`src/rtl/vga_frame_latch.sv`:
```
// Double-buffered display register bank: the processor writes a shadow bank, and on request
// the whole bank is copied to the active bank at the next vertical-sync falling edge.
module vga_frame_latch #(
    parameter int NUM_FRAMES_W = 16
) (
    input  logic                    iVGA_CLK,
    input  logic                    reset,
    input  logic                    iVS,
    input  logic                    wr_en,
    input  logic [3:0]              wr_addr,
    input  logic [31:0]             wr_data,
    input  logic [3:0]              rd_addr,
    output logic [31:0]             rd_data,
    output logic [31:0]             block1x,
    output logic [31:0]             block1y,
    output logic [31:0]             block2x,
    output logic [31:0]             block2y,
    output logic [31:0]             block3x,
    output logic [31:0]             block3y,
    output logic [31:0]             block4x,
    output logic [31:0]             block4y,
    output logic [31:0]             score,
    output logic [31:0]             blockType,
    output logic [31:0]             screenMode,
    output logic [15:0]             sysTime,
    output logic                    commit_pending,
    output logic                    commit_done,
    output logic [NUM_FRAMES_W-1:0] frame_count
);

    // state   | meaning
    // IDLE    | no commit outstanding
    // PENDING | commit requested, waiting for a frame boundary
    // COMMIT  | active bank was just loaded from the shadow bank
    typedef enum logic [1:0] {
        IDLE    = 2'd0,
        PENDING = 2'd1,
        COMMIT  = 2'd2
    } state_t;

    state_t      state_q, state_d;
    logic        vs_q;
    logic        frame_edge;
    logic        commit_req;
    logic        copy_en;
    logic [7:0]  overrun;
    logic [15:0] fc16;
    logic [31:0] status;
    logic [31:0] rd_next;
    logic [31:0] shadow [12];
    logic [31:0] active [12];

    assign frame_edge = vs_q & ~iVS;
    assign commit_req = wr_en && (wr_addr == 4'd12);
    assign copy_en    = (state_q == PENDING) && frame_edge;
    assign fc16       = 16'(frame_count);
    assign status     = {overrun, 6'b0, state_q, fc16};

    always_ff @(posedge iVGA_CLK or posedge reset) begin
        if (reset) begin
            state_q     <= IDLE;
            vs_q        <= 1'b1;
            frame_count <= '0;
            overrun     <= 8'd0;
        end else begin
            state_q <= state_d;
            vs_q    <= iVS;
            if (frame_edge)
                frame_count <= frame_count + {{(NUM_FRAMES_W-1){1'b0}}, 1'b1};
            if ((state_q == PENDING) && commit_req && (overrun != 8'hFF))
                overrun <= overrun + 8'd1;
        end
    end

    // A request merged while pending still leaves on the boundary; the merge only counts.
    always_comb begin
        state_d        = state_q;
        commit_pending = 1'b0;
        commit_done    = 1'b0;
        case (state_q)
            IDLE: begin
                if (commit_req)
                    state_d = PENDING;
            end
            PENDING: begin
                commit_pending = 1'b1;
                if (frame_edge)
                    state_d = COMMIT;
            end
            COMMIT: begin
                commit_done = 1'b1;
                state_d     = commit_req ? PENDING : IDLE;
            end
            default: state_d = IDLE;
        endcase
    end

    // The copy samples shadow before this edge's write lands, so a same-cycle write stays shadow-only.
    always_ff @(posedge iVGA_CLK or posedge reset) begin
        if (reset) begin
            for (int i = 0; i < 12; i++) begin
                shadow[i] <= '0;
                active[i] <= '0;
            end
        end else begin
            if (copy_en) begin
                for (int i = 0; i < 12; i++)
                    active[i] <= shadow[i];
            end
            if (wr_en && (wr_addr < 4'd12))
                shadow[wr_addr] <= (wr_addr == 4'd11) ? {16'b0, wr_data[15:0]} : wr_data;
        end
    end

    always_comb begin
        rd_next = '0;
        if (rd_addr < 4'd12)
            rd_next = shadow[rd_addr];
        else if (rd_addr == 4'd12)
            rd_next = status;
    end

    always_ff @(posedge iVGA_CLK or posedge reset) begin
        if (reset)
            rd_data <= '0;
        else
            rd_data <= rd_next;
    end

    assign block1x    = active[0];
    assign block1y    = active[1];
    assign block2x    = active[2];
    assign block2y    = active[3];
    assign block3x    = active[4];
    assign block3y    = active[5];
    assign block4x    = active[6];
    assign block4y    = active[7];
    assign score      = active[8];
    assign blockType  = active[9];
    assign screenMode = active[10];
    assign sysTime    = active[11][15:0];

endmodule

```
`config.mk`:
```
export PLATFORM = sky130hd
export DESIGN_NAME = vga_frame_latch
export DESIGN_NICKNAME = d
export VERILOG_FILES = /design/src/rtl/vga_frame_latch.sv
export SDC_FILE = /design/constraint.sdc
export NUM_CORES = 1
export LEC_CHECK = 0
export ABC_AREA = 1
export BUFFER_PORTS_ARGS = -buffer_cell sky130_fd_sc_hd__clkbuf_2
export CAP_MARGIN = 20
export CORE_MARGIN = 1
export CORE_UTILIZATION = 45
export CTS_CLUSTER_DIAMETER = 150
export CTS_CLUSTER_SIZE = 8
export DETAILED_ROUTE_END_ITERATION = 8
export MAX_ROUTING_LAYER = met4
export PLACE_DENSITY_LB_ADDON = 0.2
export SLEW_MARGIN = 20
export SYNTH_ARGS = -nofsm -noshare
export SYNTH_HDL_FRONTEND = slang
export SYNTH_SLANG_ARGS = --single-unit
```
`constraint.sdc`:
```
create_clock -name iVGA_CLK -period 85.4 [get_ports iVGA_CLK]
set_input_delay 17.08 -clock iVGA_CLK [delete_from_list [all_inputs] [get_ports iVGA_CLK]]
set_output_delay 17.08 -clock iVGA_CLK [all_outputs]
set_load 0.03 [all_outputs]
```
==> run summary <==
fin crit share: 23.3%
# H-tree levels: 3
CP endpoint kind: flip-flop
Layout area overhead: 17.1%
clk_skew: 22.7 ps
Die Wd: 275 um
Reg power frac: 42.0%
CTS tree: built
routed wire length: 115000 um
Routability Congestion: 0.917
met1 Usage GRT: 41.6%
core area: 73500 um2
non-filler cells in the finished layout: 5260
Post-CTS Resized: 0
I/O Buffers: 461
# placed instances: 5127
Worst EP arrival: 20440 ps
postcts setup bufs: 0
clock tree buffer depth: 3
drt pass-1 iters: 7
clk sinks: 811
syn nets: 3965
vias in the first global route: 26500
Synth async-reset ratio: 100%
top cell type's share of synthesized area: 60.3%
maxcap violations: 0
RR Startpoint: vs_q
Clk Latency, worst-skew pair: 680 ps
M3 GR Usage: 6.97%
final setup vio count: 0
initial antenna violation count: 2
crit path max fanout: 211
share of cells above drive strength 1: 15.1%
GRT met2 Usage: 47.5%
CP Launch Type: input pin
CP required: 85910 ps
Initial Utilization: 45.7%
final slew viol count: 0
Synth warnings: 0
Fillers: 6956
HPWL Detailed: 77200 um
Tot GR Track Use: 31.4%
outcome: completed
maximum vdd drop: 23.1 uV
Post-synth top cells: nand2_1, dfrtp_1, o21ai_0
Hold Buf Count CTS: 0
Starting DRT DRC Count: 2934
routed vias: 28000
Tmin final: 19930 ps
Yosys reg bits: 811
Post-synth EDFFs: 0
Synth Flop Type: dfrtp_1
Seq/Total Area, Yosys: 60.4%
Comb pwr share: 29.7%
Slew HR: 30.4%
min-delay src: blockType[7]
number of cell rows: 99
DIE AREA: 75800 um2
Total Neg Setup Slack: 0 ps
Syn Std Cell Area: 33600 um2
Die Ht: 275 um
clock slew at reported path FFs: 50 ps
Crit path largest cell delay: 770 ps
largest net degree at the start of global routing: 212
Clk pwr share: 28.3%
GRT busiest layer: met2
Yosys cell types: 27
final hold viol count: 0
top-count cell post-synth: nand2_1
Sw Pwr: 549 uW
antenna viol nets, final: 0
CTS buffer count: 111
synth top area cells: dfrtp_1, nand2_1, o21ai_0
CP max-delay cell: clkinv_8
CP Class: input pin to flip-flop
total leakage power: 20.5 nW
Int Pwr: 840 uW
Slew @ Worst Pin: 1040 ps
Net Sw Frac: 39.5%
CTS root buffer: clkbuf_16
HP Class: flip-flop to flip-flop
Residual DRC: 0
Syn Inst Count: 3919
global-route wire length before repair: 170000 um
Post-Syn Area per Cell: 8.57 um2
Power Density: 35.3 nW/um2
CP startpoint: iVS
detailed-route wire length per cell: 21.9 um
Yosys top cell by area: dfrtp_1
via/cell ratio: 5.32
I/O pin cnt: 462
global route total overflow: 0
NumNets Final: 4328
critical-path cell list: clkbuf_2, inv_1, nand2_1, nor2_4, buf_12, clkinv_8, buf_4, buf_4, nand2_1, o21ai_0
Max Freq: 50.2 MHz
RSZ-0062 raised after global routing: false
## metrics by stage
| stage | instance area, um2 | worst slack (ps) | hold slack [ps] | total power, mW | utilization [%] |
|---|---|---|---|---|---|
| 6_report | 39400 | 65470 | 464 | 1.39 | 53.6 |
| 5_1_grt | 39400 | 65150 | 482 | 1.46 | 53.6 |
| 4_1_cts | 39300 | 65410 | 466 | 1.40 | 53.5 |
| 3_5_place_dp | 36400 | 64700 | 452 | 1.00 | 49.5 |
| 3_3_place_gp | 36400 | 64790 | 449 | 0.994 | 49.5 |
| 2_1_floorplan | 33600 | 45540 | 436 | 0.837 | - |
## sequential cells by signal, indices dropped and copies added, names as in the netlist
name and cells:
shadow 384, block1x 32, block1y 32, block2x 32, block2y 32, block3x 32
block3y 32, block4x 32, block4y 32, blockType 32, rd_data 32, score 32
screenMode 32, frame_count 16, sysTime 16, overrun 8, state_q 2, vs_q 1
## logic make-up after synthesis
| family | Yosys count | synth area share (%) |
|---|---|---|
| adder cells (fa/ha/maj) | 2 | 0.0745 |
| AND/OR/NAND/NOR | 1817 | 21.6 |
| AO/OA/AOI/OAI | 695 | 10.7 |
| buffers and inverters | 577 | 6.86 |
| flip-flops | 811 | 60.4 |
| XOR/XNOR | 17 | 0.443 |
## routing by layer
metal / up-vias / share of wire [%]
met5: - / 0
met4: 0 / 3.6
met3: 200 / 8.9
met2: 1208 / 46
met1: 13500 / 41
li1: 13000 / -
## power groups by stage
stage	Clock, mW	Sequential [mW]	Combinational (mW)
global route	0.415	0.594	0.450
global placement	0	0.587	0.407
floorplan	0	0.711	0.126
CTS	0.400	0.583	0.415
finish	0.394	0.583	0.413
detailed placement	0	0.587	0.414
## cell usage in the layout (no fill, tap or decap), types with 10 or more instances in the layout
cell       netlist  routed
a21oi_1        152     152
buf_4            2      32
clkbuf_1       121      11
clkbuf_16        0     113
clkbuf_2         0     459
dfrtp_1        810     810
inv_1          325     324
nand2_1       1392    1391
nand2_2         10      11
nand3_1        239     239
nor2_1         156     155
nor2_4           8      10
o211ai_1        42      42
o21ai_0        433     433
o21ai_1         67      67
xor2_1          16      16
## path summary, 6_finish.rpt
path,endpoint,slack (ps),depth (start not counted)
setup / recovery,block4y[19],65470,10
hold / removal,blockType[7],460,2
setup reg to reg,block4y[19],81500,8
hold reg to reg,blockType[7],460,2
max in group asynchronous,score[24],65750,5
min in group asynchronous,block4y[8],16520,2
## cell type report
type | instances | area (um2) | area share, %
Antenna cell | 2 | 5.00 | 0.0127
Clock buffer | 124 | 2870 | 7.29
Clock inverter | 6 | 88.8 | 0.226
Inverter | 331 | 1260 | 3.21
Multi-Input combinational cell | 2531 | 11000 | 28.0
Sequential cell | 811 | 20300 | 51.6
Tap cell | 959 | 1200 | 3.05
Timing Repair Buffer | 496 | 2620 | 6.66
## worst max-delay path: cells and delay by family
kind            cells  cell delay, ps
compound gates      1              90
simple gates        3             480
buf+inv             6            2480
No activity file was read; power rests on OpenSTA's default activity.
